**src/rtl/lcd_bus_decoder.sv**
```systemverilog
// Shadow decoder for an HD44780-style LCD write bus: mirrors DDRAM into a 2x16 frame buffer.
// Optional macro LCD_MON_READ_EN adds bus read-back (o_lcd_dq / o_lcd_dq_oe).
module lcd_bus_decoder #(
  parameter int BUSY_SHORT = 2000,
  parameter int BUSY_LONG  = 82000
) (
  input  logic       clk,
  input  logic       rst,
  input  logic       i_lcd_rs,
  input  logic       i_lcd_rw,
  input  logic       i_lcd_e,
  input  logic [7:0] i_lcd_data,
  input  logic [4:0] i_rd_addr,
  output logic [7:0] o_rd_char,
  output logic [6:0] o_ac,
  output logic       o_busy,
  output logic       o_disp_on,
  output logic       o_wr_strobe,
  output logic [4:0] o_wr_pos,
  output logic [7:0] o_wr_char,
  output logic       o_clear_pulse,
  output logic       o_err_busy
`ifdef LCD_MON_READ_EN
  ,
  output logic [7:0] o_lcd_dq,
  output logic       o_lcd_dq_oe
`endif
);

  localparam int CW = $clog2(BUSY_LONG + 1);

  typedef enum logic [1:0] {
    ST_IDLE  = 2'd0,
    ST_EXEC  = 2'd1,
    ST_CLEAR = 2'd2
  } state_t;

  state_t r_state;
  state_t w_state_nx;

  logic          r_rs_s1, r_rs_s2, r_rw_s1, r_rw_s2;
  logic          r_e_s1, r_e_s2, r_e_d;
  logic [7:0]    r_data_s1, r_data_s2;

  logic [7:0]    r_shadow [32];
  logic [7:0]    r_rd_char;
  logic [6:0]    r_ac;
  logic          r_id;
  logic          r_cgram;
  logic          r_disp_on;
  logic [CW-1:0] r_busy_cnt;
  logic          r_pend_clr;
  logic [4:0]    r_clr_idx;
  logic          r_wr_strobe;
  logic [4:0]    r_wr_pos;
  logic [7:0]    r_wr_char;
  logic          r_clear_pulse;
  logic          r_err_busy;

  logic          w_e_fall, w_cap, w_exec;
  logic          w_vis;
  logic [4:0]    w_pos;
  logic [6:0]    w_ac_nx;
  logic          w_id_nx, w_cgram_nx, w_disp_nx;
  logic [CW-1:0] w_busy_ld;
  logic          w_store, w_clr_req;
  logic          w_rd_step;

  function automatic logic [6:0] f_ac_inc(input logic [6:0] a);
    if (a == 7'h27)      return 7'h40;
    else if (a == 7'h67) return 7'h00;
    else                 return a + 7'd1;
  endfunction

  function automatic logic [6:0] f_ac_dec(input logic [6:0] a);
    if (a == 7'h00)      return 7'h67;
    else if (a == 7'h40) return 7'h27;
    else                 return a - 7'd1;
  endfunction

  function automatic logic [6:0] f_ac_step(input logic [6:0] a, input logic inc);
    return inc ? f_ac_inc(a) : f_ac_dec(a);
  endfunction

  // Addresses in the gaps between the two DDRAM lines are not real cells.
  function automatic logic [6:0] f_ac_fix(input logic [6:0] a);
    if ((a >= 7'h28 && a <= 7'h3F) || a >= 7'h68) return 7'h00;
    else                                          return a;
  endfunction

  always_ff @(posedge clk or posedge rst) begin
    if (rst) begin
      r_rs_s1   <= 1'b0;
      r_rs_s2   <= 1'b0;
      r_rw_s1   <= 1'b0;
      r_rw_s2   <= 1'b0;
      r_e_s1    <= 1'b0;
      r_e_s2    <= 1'b0;
      r_e_d     <= 1'b0;
      r_data_s1 <= 8'h00;
      r_data_s2 <= 8'h00;
    end else begin
      r_rs_s1   <= i_lcd_rs;
      r_rs_s2   <= r_rs_s1;
      r_rw_s1   <= i_lcd_rw;
      r_rw_s2   <= r_rw_s1;
      r_e_s1    <= i_lcd_e;
      r_e_s2    <= r_e_s1;
      r_e_d     <= r_e_s2;
      r_data_s1 <= i_lcd_data;
      r_data_s2 <= r_data_s1;
    end
  end

  assign w_e_fall = r_e_d & ~r_e_s2;
  assign w_cap    = w_e_fall & ~r_rw_s2;
  assign w_exec   = w_cap & (r_state != ST_CLEAR);
  assign w_vis    = (r_ac[6:4] == 3'b000) | (r_ac[6:4] == 3'b100);
  assign w_pos    = {r_ac[6], r_ac[3:0]};

`ifdef LCD_MON_READ_EN
  assign w_rd_step   = w_e_fall & r_rw_s2 & r_rs_s2 & (r_state != ST_CLEAR);
  assign o_lcd_dq_oe = r_e_s2 & r_rw_s2;
  assign o_lcd_dq    = r_rs_s2 ? (w_vis ? r_shadow[w_pos] : 8'h00) : {o_busy, r_ac};
`else
  assign w_rd_step = 1'b0;
`endif

  // Decode of the captured write; applied only when w_exec is set.
  always_comb begin
    w_ac_nx    = r_ac;
    w_id_nx    = r_id;
    w_cgram_nx = r_cgram;
    w_disp_nx  = r_disp_on;
    w_busy_ld  = CW'(BUSY_SHORT);
    w_store    = 1'b0;
    w_clr_req  = 1'b0;
    if (!r_rs_s2) begin
      casez (r_data_s2)
        8'b1???????: begin
          w_cgram_nx = 1'b0;
          w_ac_nx    = f_ac_fix(r_data_s2[6:0]);
        end
        8'b01??????: w_cgram_nx = 1'b1;
        8'b001?????: ;
        8'b0001????: begin
          if (!r_data_s2[3]) w_ac_nx = f_ac_step(r_ac, r_data_s2[2]);
        end
        8'b00001???: w_disp_nx = r_data_s2[2];
        8'b000001??: w_id_nx   = r_data_s2[1];
        8'b0000001?: begin
          w_ac_nx   = 7'h00;
          w_busy_ld = CW'(BUSY_LONG);
        end
        8'b00000001: begin
          w_ac_nx   = 7'h00;
          w_id_nx   = 1'b1;
          w_busy_ld = CW'(BUSY_LONG);
          w_clr_req = 1'b1;
        end
        default: ;
      endcase
    end else if (!r_cgram) begin
      w_store = w_vis;
      w_ac_nx = f_ac_step(r_ac, r_id);
    end
  end

  always_comb begin
    w_state_nx = r_state;
    case (r_state)
      ST_IDLE:  if (w_exec) w_state_nx = ST_EXEC;
      ST_EXEC: begin
        if (r_pend_clr)  w_state_nx = ST_CLEAR;
        else if (w_exec) w_state_nx = ST_EXEC;
        else             w_state_nx = ST_IDLE;
      end
      ST_CLEAR: if (r_clr_idx == 5'd31) w_state_nx = ST_IDLE;
      default:  w_state_nx = ST_IDLE;
    endcase
  end

  always_ff @(posedge clk or posedge rst) begin
    if (rst) r_state <= ST_IDLE;
    else     r_state <= w_state_nx;
  end

  always_ff @(posedge clk or posedge rst) begin
    if (rst) begin
      r_ac          <= 7'h00;
      r_id          <= 1'b1;
      r_cgram       <= 1'b0;
      r_disp_on     <= 1'b0;
      r_busy_cnt    <= '0;
      r_pend_clr    <= 1'b0;
      r_clr_idx     <= 5'd0;
      r_wr_strobe   <= 1'b0;
      r_wr_pos      <= 5'd0;
      r_wr_char     <= 8'h00;
      r_clear_pulse <= 1'b0;
      r_err_busy    <= 1'b0;
    end else begin
      r_wr_strobe   <= 1'b0;
      r_clear_pulse <= (r_state == ST_CLEAR) && (r_clr_idx == 5'd31);
      if (w_cap && (o_busy || r_state == ST_CLEAR)) r_err_busy <= 1'b1;
      if (w_exec) begin
        r_ac       <= w_ac_nx;
        r_id       <= w_id_nx;
        r_cgram    <= w_cgram_nx;
        r_disp_on  <= w_disp_nx;
        r_busy_cnt <= w_busy_ld;
        r_pend_clr <= w_clr_req;
        if (w_store) begin
          r_wr_strobe <= 1'b1;
          r_wr_pos    <= w_pos;
          r_wr_char   <= r_data_s2;
        end
      end else begin
        if (w_rd_step) r_ac <= f_ac_step(r_ac, r_id);
        if (r_busy_cnt != '0) r_busy_cnt <= r_busy_cnt - 1'b1;
        if (r_state == ST_EXEC) r_pend_clr <= 1'b0;
      end
      if (r_state == ST_CLEAR) r_clr_idx <= r_clr_idx + 5'd1;
      else                     r_clr_idx <= 5'd0;
    end
  end

  // Fill writes and char stores never coincide: captures during CLEAR are dropped.
  always_ff @(posedge clk or posedge rst) begin
    if (rst) begin
      for (int i = 0; i < 32; i++) r_shadow[i] <= 8'h20;
      r_rd_char <= 8'h20;
    end else begin
      if (r_state == ST_CLEAR)     r_shadow[r_clr_idx] <= 8'h20;
      else if (w_exec && w_store)  r_shadow[w_pos]     <= r_data_s2;
      r_rd_char <= r_shadow[i_rd_addr];
    end
  end

  assign o_rd_char     = r_rd_char;
  assign o_ac          = r_ac;
  assign o_busy        = (r_busy_cnt != '0);
  assign o_disp_on     = r_disp_on;
  assign o_wr_strobe   = r_wr_strobe;
  assign o_wr_pos      = r_wr_pos;
  assign o_wr_char     = r_wr_char;
  assign o_clear_pulse = r_clear_pulse;
  assign o_err_busy    = r_err_busy;

endmodule

```
**config.mk**
```make
export PLATFORM = sky130hd
export DESIGN_NAME = lcd_bus_decoder
export DESIGN_NICKNAME = d
export VERILOG_FILES = /design/src/rtl/lcd_bus_decoder.sv
export SDC_FILE = /design/constraint.sdc
export NUM_CORES = 1
export LEC_CHECK = 0
export BUFFER_PORTS_ARGS = -buffer_cell sky130_fd_sc_hd__buf_2
export CORE_MARGIN = 1.5
export CORE_UTILIZATION = 35
export DETAILED_ROUTE_END_ITERATION = 8
export PLACE_DENSITY_LB_ADDON = 0.2
export SLEW_MARGIN = 20
export SYNTH_ARGS = -nofsm -noshare
export SYNTH_HDL_FRONTEND = slang
export SYNTH_SLANG_ARGS = --single-unit
```
**constraint.sdc**
```tcl
create_clock -name clk -period 30.8 [get_ports clk]
set_clock_uncertainty 0.15 [all_clocks]
set_input_delay 7.7 -clock clk [delete_from_list [all_inputs] [get_ports clk]]
set_output_delay 7.7 -clock clk [all_outputs]
set_load 0.02 [all_outputs]
```
==> results by group, run 1 <==
Routing
  – Met2 layer wire length in the routed design: 21700 um
  – Vias after detailed routing: 11565
  – Number of remaining DRC errors: 0
  – Final routed wirelength across all metal layers: approximately 50000 um
  – Top Layer Used: met4
  – Antenna violation net count after detailed routing: 0
  – Total met3 wirelength after detailed routing: 3740 um
  – DR pass1 iterations: 6
  – Number of vias per cell: approximately 5.7
  – Average wire per cell in the routed design: 24.5 um
  – Detailed-route wire length on metal 1: roughly 23000 um
  – First DRT Iteration DRCs: 1217

CTS
  – Clk root buf: sky130_fd_sc_hd__clkbuf_16
  – Clk slew on worst S/H paths: roughly 0.060 ns
  – Cts bufs inserted: 39
  – Clock tree from TritonCTS: done
  – Number of gates resized after cts: 0
  – Level count of the clock H-tree: 2
  – Clock Path Buffers: 3
  – Sinks on the clock net: 338
  – Number of post-CTS setup repair buffers: 0
  – Count of hold-fix buffers inserted at cts: 0
  – Later-pin clock latency in the skew report: between 0.5 and 0.6 ns

Worst setup path
  – Ordered cell list for the critical path: nor4_1 > nand4_1 > buf_2
  – Capturing element type of the critical path: output port
  – Critical path peak fanout: 8
  – Req. time, crit path: around 23 ns
  – Highest cell delay on the worst timing path: 0.60 ns
  – Element type at the critical path start: register
  – Library cell contributing the largest single delay on the critical path: sky130_fd_sc_hd__nor4_1
  – Startpoint-to-endpoint class of the critical path: register to output port
  – Worst EP arrival: ~2.4 ns

STA
  – FMAX: 0.0979 GHz
  – Final setup TNS: 0 ns
  – Minimum period implied by the final worst setup slack: 10.21 ns
  – Final clock period utilization by the worst path: 33.1%
  – Unrepaired setup endpoints after global routing: false
  – Final Setup Violations: 0
  – Final Max Slew Viols: 0
  – Hold Vio Cnt, Final: 0
  – WHS: 0.198 ns
  – Max_slew headroom: 32.8%
  – Worst-case setup margin in the final layout: a little over 20 ns
  – Worst-margin pin slew: 0.995 ns

Pwr
  – Total power: approximately 1200 uW
  – VDD IR max: 0.0000307 V
  – Power density of the placed cells: 66.1 nW/um^2
  – Leak pwr: 0.00759 uW

Die
  – Starting Density: 35.5%
  – IO Count: about 50
  – Core outline area: 44200 um^2
  – Floorplan row count: 77
  – Y dimension of the die: roughly 210 um
  – Floorplan die width: 215 um
  – Floorplan die area: 46100 um^2

Synthesis
  – Async set-or-reset flop fraction in the synthesized netlist: 100%
  – Number of warnings printed during yosys synthesis: 0
  – Leading cell types by total area after synthesis: sky130_fd_sc_hd__dfrtp_1 48%, sky130_fd_sc_hd__mux4_2 11%, sky130_fd_sc_hd__dfstp_2 5.7%
  – Number of flip-flops and latches in the synthesized netlist: between 300 and 400
  – Syn avg cell area: 11.1 um^2
  – Cells after synthesis: between 1000 and 1500
  – Synth top area share: 48.5%
  – Post-synthesis instance area: 15700 um^2
  – Net count after synthesis: 1442
  – Most used flip-flop cell after synthesis: sky130_fd_sc_hd__dfrtp_1
  – Share of synthesized area occupied by flip-flops and latches: 54.2%
  – Post-synthesis cell type with the largest combined area: sky130_fd_sc_hd__dfrtp_1
  – Number of enable flip-flop cells after synthesis: 0
  – Synth unique cells: 64

Finish
  – Number of fill cells in the layout: 4179
  – Fraction of layout cells with a size suffix above 1: 18.7%
  – Net count, final: 1451
  – Diodes inserted: 0
  – Fin area: 17800 um^2
  – Area Growth Syn to Fin: 13.4%

Placement
  – Post-detail-place hpwl: 33100 um
  – Post-Place Cell Area: around 16000 um^2
  – Post-placement worst setup slack: 20.09 ns
  – Routability congestion estimate: 0.941
  – Port bufs: 50

Global routing
  – Initial antenna violation count: 0
  – Pin count of the biggest net entering global routing: 126
  – First-pass GRT wire length: approximately 76000 um
  – Total Routing Usage GR: 22.0%
  – Total congestion overflow: 0
  – Vias in the first global route: 11119

Worst hold path
  – Path class of the lowest-slack min-delay path: register to register

Status
  – Outcome: complete, no violations

Flow run
  – Number of maximum-capacitance violations: 0
## critical path: cells and delay by family, from the launching register on
family	cells	cell delay (ns)
buf+inv	1	0.31
flops	1	0.41
simple gates	2	1.09
## metal layers
layer	vias to the layer above	GRT usage, %
met4	0	7.61
li1	5130	-
met3	85	4.67
met2	499	31.6
met1	5851	32.8
met5	-	0
## cell usage after synthesis (3+ instances only)
library cell and instances:
sky130_fd_sc_hd__o31ai_1 5, sky130_fd_sc_hd__dfrtp_1 304, sky130_fd_sc_hd__a211oi_1 5, sky130_fd_sc_hd__a22o_1 81, sky130_fd_sc_hd__nand3_1 72, sky130_fd_sc_hd__ha_1 12, sky130_fd_sc_hd__nor4_1 8, sky130_fd_sc_hd__mux2_2 9
sky130_fd_sc_hd__nand2b_1 9, sky130_fd_sc_hd__o21a_1 3, sky130_fd_sc_hd__dfstp_2 34, sky130_fd_sc_hd__nor3b_1 20, sky130_fd_sc_hd__nor2_2 9, sky130_fd_sc_hd__mux4_2 80, sky130_fd_sc_hd__nor3_1 11, sky130_fd_sc_hd__o2bb2ai_1 3
sky130_fd_sc_hd__xnor2_1 5, sky130_fd_sc_hd__buf_1 4, sky130_fd_sc_hd__and3_1 5, sky130_fd_sc_hd__and2_1 9, sky130_fd_sc_hd__o21ai_0 166, sky130_fd_sc_hd__nand4_1 8, sky130_fd_sc_hd__nand3b_1 4, sky130_fd_sc_hd__inv_1 33
sky130_fd_sc_hd__buf_2 20, sky130_fd_sc_hd__a31oi_1 8, sky130_fd_sc_hd__nand2_1 232, sky130_fd_sc_hd__nor2b_1 5, sky130_fd_sc_hd__clkbuf_1 74, sky130_fd_sc_hd__or3_1 5, sky130_fd_sc_hd__nor2_1 56, sky130_fd_sc_hd__a22oi_1 12
sky130_fd_sc_hd__xor2_1 13, sky130_fd_sc_hd__a21oi_1 46
## power breakdown
group	internal (uW)	switching, uW
logic	59.8	82.6
registers	488	48.5
clock network	306	191
## registers in the layout, summed over array words and instances (netlist names), 2 cells and up
name,flops
o_ac,7
o_rd_char,8
o_wr_char,8
o_wr_pos,5
r_busy_cnt,17
r_clr_idx,5
r_data_s1,8
r_data_s2,8
r_shadow,256
r_state,2
## layout by cell type (no fill, tap or decap), drive strengths merged, types with 12 or more instances in the layout
cell,netlist,routed
dfrtp,304,304
nand3,72,72
nor3b,20,20
a22oi,12,12
clkbuf,74,55
buf,24,66
o21ai,166,166
dfstp,34,34
xor2,13,13
ha,12,12
a22o,81,81
mux4,80,80
nand2,233,233
nor2,65,65
a21oi,48,48
inv,34,35
## cell families (layout without fill, tap and decap cells)
logic type               Yosys count  in the layout  share of synthesized area (%)
AO/OA/AOI/OAI                    353            353                           14.3
XOR/XNOR                          18             18                           1.00
adder cells (fa/ha/maj)           12             12                          0.957
buffers and inverters            132            169                           3.32
flip-flops                       338            338                           54.2
multiplexers                      90             90                           12.2
AND/OR/NAND/NOR                  469            469                           14.1
## cell type report
class	instances	area, um^2	share of cell area, %
clock inverters	14	234	1.31
repair buffers	66	380	2.14
clock buffers	55	1130	6.34
well taps	592	741	4.16
multi-input cells	942	6670	37.5
flip-flops and latches	338	8500	47.8
inverters	34	135	0.759
## path summary, 6_finish.rpt
check / start / to / slack (ns) / cells after the start
worst max-delay path: r_busy_cnt[12] / o_busy / 20.59 / 3
worst min-delay path: r_rw_s1 / r_rw_s2 / 0.20 / 0
worst max register to register: r_rs_s2 / r_shadow[7] / 27.08 / 5
worst min register to register: r_rw_s1 / r_rw_s2 / 0.20 / 0
max in group asynchronous: rst / r_shadow[32] / 21.17 / 4
min in group asynchronous: rst / r_shadow[194] / 7.13 / 2
## per-stage QoR
| stage | util [%] | cells |
|---|---|---|
| final | 40.2 | 2041 |
| after global routing | 40.2 | 2041 |
| after CTS | 40.2 | 2041 |
| after detailed placement | 37.1 | 1972 |
| after global placement | 37.1 | 1972 |
| after floorplan | - | 1412 |
Note: power is estimated with default switching activity, not from simulation.
==> run 2: changes to the inputs <==
Clock period 30.8 ns to 9 ns, I/O delays scaled along.
==> results by group, run 2 (synthesis results as in run 1) <==
Die
  – Floorplan row count: 77 (unchanged)
  – Floorplan die width: 215 um (unchanged)
  – IO Count: 51 (unchanged)
  – Y dimension of the die: 215 um (unchanged)
  – Floorplan die area: 46100 um^2 (unchanged)
  – Starting Density: 35.5% (unchanged)
  – Core outline area: 44200 um^2 (unchanged)

Pwr
  – Internal power component: 2790 uW (+230%)
  – Total power: 3880 uW (+230%)
  – Leak pwr: 0.00755 uW (-0.55%)
  – Reported net switching power: 1090 uW (+240%)
  – Switching power share of the total: 28.1% (+0.73 points)
  – Sequential Power Share: 47.1% (+1.5 points)
  – VDD IR max: 0.000110 V (+260%)
  – Power density of the placed cells: 219 nW/um^2 (+230%)
  – Comb power frac: 12.7% (+0.6 points)
  – Clock network fraction of design power: 40.2% (-2.1 points)

Routing
  – Vias after detailed routing: 11778 (+1.8%)
  – Number of vias per cell: 5.77 (+1.8%)
  – Antenna violation net count after detailed routing: 0 (unchanged)
  – First DRT Iteration DRCs: 1237 (+1.6%)
  – DR pass1 iterations: 5 (-1)
  – Average wire per cell in the routed design: 24.9 um (+1.4%)
  – Final routed wirelength across all metal layers: 50800 um (+1.4%)
  – Number of remaining DRC errors: 0 (unchanged)

Worst setup path
  – Highest cell delay on the worst timing path: 0.54 ns (-0.06 ns)
  – Critical path peak fanout: 8 (unchanged)
  – Ordered cell list for the critical path: nor4_1 > nand4_1 > buf_2
  – Capturing element type of the critical path: output port
  – Worst EP arrival: 2.26 ns (-0.10 ns)
  – Startpoint-to-endpoint class of the critical path: register to output port
  – Library cell contributing the largest single delay on the critical path: sky130_fd_sc_hd__nor4_1
  – Req. time, crit path: 6.60 ns (-16.35 ns)
  – Element type at the critical path start: register

Global routing
  – Vias in the first global route: 11378 (+2.3%)
  – Initial antenna violation count: 0 (unchanged)
  – First-pass GRT wire length: 76800 um (+1.3%)
  – Pin count of the biggest net entering global routing: 154 (+22%)
  – Total congestion overflow: 0 (unchanged)
  – Total Routing Usage GR: 22.1% (+0.12 points)

STA
  – Final Max Slew Viols: 0 (unchanged)
  – Unrepaired setup endpoints after global routing: false
  – Final setup TNS: 0 ns (unchanged)
  – Minimum period implied by the final worst setup slack: 4.66 ns
  – FMAX: roughly 0.21 GHz
  – Hold Vio Cnt, Final: 0 (unchanged)
  – Worst-margin pin slew: 1.09 ns (+0.0926 ns)
  – Final clock period utilization by the worst path: 51.8%
  – Final Setup Violations: 0 (unchanged)
  – Max_slew headroom: 27.0% (-5.8 points)

CTS
  – Number of gates resized after cts: 0 (unchanged)
  – Clk slew on worst S/H paths: 0.06 ns (about the same)
  – Number of post-CTS setup repair buffers: 0 (unchanged)
  – Later-pin clock latency in the skew report: 0.56 ns (about the same)
  – Clock tree from TritonCTS: done
  – Count of hold-fix buffers inserted at cts: 0 (unchanged)
  – Level count of the clock H-tree: 2 (unchanged)
  – Clock Path Buffers: 3 (unchanged)
  – Clk root buf: sky130_fd_sc_hd__clkbuf_16
  – Cts bufs inserted: 39 (unchanged)
  – Sinks on the clock net: 338 (unchanged)

Finish
  – Area Growth Syn to Fin: 12.7%
  – Most flops, register: r_shadow
  – End-of-flow core utilization: 40.0% (-0.25 points)
  – Commonest cells after routing, fill and taps aside: 303 x sky130_fd_sc_hd__dfrtp_1, 232 x sky130_fd_sc_hd__nand2_1, 166 x sky130_fd_sc_hd__o21ai_0
  – Leading cell type in the layout, fill and taps excluded: sky130_fd_sc_hd__dfrtp_1
  – Net count, final: 1451 (unchanged)
  – Regs by FF count: r_shadow x256, r_busy_cnt x17
  – Fraction of layout cells with a size suffix above 1: 18.8% (+0.056 points)
  – Fin area: 17700 um^2 (-0.63%)
  – Diodes inserted: 0 (unchanged)
  – Max FFs per register: 256 (unchanged)

Worst hold path
  – Path class of the lowest-slack min-delay path: register to register

Status
  – Outcome: complete, no violations

Placement
  – Routability congestion estimate: 0.921 (-2.1%)
  – Port bufs: 50 (unchanged)
  – Post-detail-place hpwl: 33400 um (+0.79%)
  – Post-Place Cell Area: 16400 um^2 (about the same)

Flow run
  – Number of maximum-capacitance violations: 0 (unchanged)
## run 2: stage by stage
stage               cells  setup WS, ns  hold slack, ns
floorplan            1412          2.11           0.181
global placement     1972          3.99           0.186
detailed placement   1972          3.90           0.185
CTS                  2042          4.34           0.197
global route         2042          4.12           0.204
finish               2042          4.34           0.197
## run 2: worst max-delay path, delay by kind of cell (launching register included)
| kind | cells | cell delay (ns) |
|---|---|---|
| simple gates | 2 | 1.00 |
| buf+inv | 1 | 0.30 |
| flops | 1 | 0.41 |
## run 2: per-layer routing
metal	global-route usage [%]	vias up	routed length, um
li1	-	5133	-
met1	32.5	5999	23000
met2	32.2	563	21900
met3	5.49	83	4490
met4	6.55	0	1370
met5	0	-	0
## run 2: final timing paths
kind | end | slack (ns) | startpoint | cells past startpoint
worst max-delay path | o_busy | 4.34 | r_busy_cnt[12] | 3
worst min-delay path | r_e_s2 | 0.20 | r_e_s1 | 0
worst max register to register | r_shadow[191] | 5.12 | r_rs_s2 | 5
worst min register to register | r_e_s2 | 0.20 | r_e_s1 | 0
max in group asynchronous | r_shadow[58] | 5.23 | rst | 4
min in group asynchronous | r_shadow[67] | 1.60 | rst | 2
## run 2: cell type report
| type | count | area (um^2) |
|---|---|---|
| timing repair buffer | 66 | 389 |
| fill | 4214 | 26500 |
| inverter | 34 | 131 |
| sequential | 338 | 8500 |
| tap | 592 | 741 |
| clock inverter | 12 | 97.6 |
| multi-input combinational | 942 | 6670 |
| clock buffer | 58 | 1150 |
## run 2: power groups by stage
stage,Sequential [uW],Combinational [uW],Clock (uW)
after floorplan,1800,350,0
after global placement,1850,481,0
after detailed placement,1840,493,0
after CTS,1820,493,1590
after global routing,1840,541,1650
final,1830,491,1560
==> run 3: changes to the inputs <==
Clock period 9 ns to 4.14 ns, I/O delays scaled along.
==> results by group, run 3 (synthesis results as in run 1) <==
CTS
  – Number of gates resized after cts: 0 (unchanged)
  – Clk root buf: sky130_fd_sc_hd__clkbuf_16
  – Cts bufs inserted: 40 (+2.6%)
  – Clk slew on worst S/H paths: 0.06 ns (about the same)
  – Sinks on the clock net: 338 (unchanged)
  – Number of post-CTS setup repair buffers: 0 (unchanged)
  – Level count of the clock H-tree: 2 (unchanged)
  – Clock Path Buffers: 3 (unchanged)
  – Count of hold-fix buffers inserted at cts: 0 (unchanged)
  – Clock tree from TritonCTS: done
  – Later-pin clock latency in the skew report: 0.56 ns (about the same)

STA
  – Unrepaired setup endpoints after global routing: false
  – Worst-case setup margin in the final layout: 0.692 ns (-3.64 ns)
  – Hold Vio Cnt, Final: 0 (unchanged)
  – Final clock period utilization by the worst path: 83.3%
  – Final setup TNS: 0 ns (unchanged)
  – Final Setup Violations: 0 (unchanged)
  – FMAX: 0.290 GHz
  – Max_slew headroom: 42.8% (+16 points)
  – WHS: 0.193 ns (-0.00354 ns)
  – Worst-margin pin slew: 0.851 ns (-0.236 ns)
  – Final Max Slew Viols: 0 (unchanged)
  – Minimum period implied by the final worst setup slack: roughly 3.4 ns

Die
  – Floorplan die area: 46100 um^2 (unchanged)
  – Core outline area: 44200 um^2 (unchanged)
  – Starting Density: 35.5% (unchanged)
  – Y dimension of the die: 215 um (unchanged)
  – Floorplan die width: 215 um (unchanged)
  – IO Count: 51 (unchanged)
  – Floorplan row count: 77 (unchanged)

Finish
  – Number of standard cells in the layout, taps in and fillers out: 2073 (+1.5%)
  – Fraction of layout cells with a size suffix above 1: 19.9% (+1.2 points)
  – Area Growth Syn to Fin: 14.6%
  – Diodes inserted: 0 (unchanged)
  – Number of fill cells in the layout: 4197 (-0.40%)
  – Commonest cells after routing, fill and taps aside: 304 x sky130_fd_sc_hd__dfrtp_1, 232 x sky130_fd_sc_hd__nand2_1, 166 x sky130_fd_sc_hd__o21ai_0
  – Leading cell type in the layout, fill and taps excluded: sky130_fd_sc_hd__dfrtp_1
  – Most flops, register: r_shadow
  – Regs by FF count: r_shadow x256, r_busy_cnt x17
  – Max FFs per register: 256 (unchanged)
  – End-of-flow core utilization: 40.7% (+0.69 points)
  – Net count, final: 1481 (+2.1%)

Pwr
  – Reported net switching power: 2370 uW (+120%)
  – VDD IR max: 0.000268 V (+140%)
  – Internal power component: 6160 uW (+120%)
  – Sequential Power Share: 46.6% (-0.5 points)
  – Power density of the placed cells: 474 nW/um^2 (+120%)
  – Leak pwr: 0.00773 uW (+2.4%)
  – Clock network fraction of design power: 40.7% (+0.5 points)
  – Comb power frac: 12.7% (about the same)
  – Switching power share of the total: 27.7% (-0.38 points)

Worst setup path
  – Critical path peak fanout: 8 (unchanged)
  – Req. time, crit path: 2.95 ns (-3.65 ns)
  – Highest cell delay on the worst timing path: 0.55 ns (about the same)
  – Element type at the critical path start: register
  – Capturing element type of the critical path: output port
  – Ordered cell list for the critical path: nor4_1 > nand4_1 > buf_2
  – Startpoint-to-endpoint class of the critical path: register to output port
  – Library cell contributing the largest single delay on the critical path: sky130_fd_sc_hd__nor4_1
  – Worst EP arrival: 2.26 ns (about the same)

Routing
  – Average wire per cell in the routed design: 24.4 um (-1.8%)
  – Number of remaining DRC errors: 0 (unchanged)
  – Antenna violation net count after detailed routing: 0 (unchanged)
  – Final routed wirelength across all metal layers: 50600 um (-0.29%)
  – DR pass1 iterations: 5 (unchanged)
  – Number of vias per cell: 5.68 (-1.5%)
  – First DRT Iteration DRCs: 1034 (-16%)
  – Vias after detailed routing: 11777 (-0.0085%)

Global routing
  – Total Routing Usage GR: 22.2% (+0.055 points)
  – Pin count of the biggest net entering global routing: 100 (-35%)
  – First-pass GRT wire length: 76900 um (+0.12%)
  – Vias in the first global route: 11406 (+0.25%)
  – Total congestion overflow: 0 (unchanged)
  – Initial antenna violation count: 0 (unchanged)

Worst hold path
  – Path class of the lowest-slack min-delay path: register to register

Placement
  – Port bufs: 50 (unchanged)
  – Routability congestion estimate: 0.958 (+4.0%)
  – DP Cell Count: 2001 (+1.5%)
  – Post-placement worst setup slack: 0.881 ns (-3.02 ns)
  – Post-detail-place hpwl: 33800 um (+1.2%)

Status
  – Outcome: complete, no violations

Flow run
  – Number of maximum-capacitance violations: 0 (unchanged)
run 3: area by class of cell:
type	instances	area [um^2]	share of cell area, %
Timing Repair Buffer	95	666	3.70
Sequential cell	338	8500	47.3
Tap cell	592	741	4.12
Multi-Input combinational cell	942	6670	37.1
Inverter	34	131	0.730
Clock inverter	8	92.6	0.515
Clock buffer	64	1180	6.57
run 3: worst paths after layout:
path / to / startpoint / depth (start not counted) / slack (ns)
setup / recovery: o_busy / r_busy_cnt[12] / 3 / 0.69
hold / removal: r_rw_s2 / r_rw_s1 / 0 / 0.19
setup reg to reg: r_shadow[12] / o_ac[4] / 6 / 1.24
hold reg to reg: r_rw_s2 / r_rw_s1 / 0 / 0.19
max in group asynchronous: r_shadow[105] / rst / 3 / 2.39
min in group asynchronous: r_shadow[195] / rst / 2 / 0.43
run 3: worst max-delay path, delay by kind of cell (launching register included):
kind	cells	cell delay [ns]
and+or+nand+nor	2	1.01
DFF	1	0.41
buffers and inverters	1	0.30
run 3: per-layer routing:
metal / wire (um) / up-vias / global-route usage [%]
met5: 0 / - / 0
met3: 3510 / 87 / 3.45
met1: 22600 / 6047 / 32.1
li1: - / 5189 / -
met2: 23000 / 454 / 34.1
met4: 1540 / 0 / 7.44
run 3: power groups by stage:
stage | Combinational (uW) | Clock, uW | Sequential [uW]
after global routing | 1200 | 3690 | 3990
after floorplan | 762 | 0 | 3910
final | 1090 | 3470 | 3970
after CTS | 1100 | 3550 | 3960
after global placement | 1070 | 0 | 4030
after detailed placement | 1090 | 0 | 4010
run 3: per-stage QoR:
stage / total power (uW) / instance area, um^2
global placement: 5100 / 16700
global route: 8880 / 18000
CTS: 8600 / 18000
floorplan: 4670 / 15700
finish: 8530 / 18000
detailed placement: 5100 / 16700
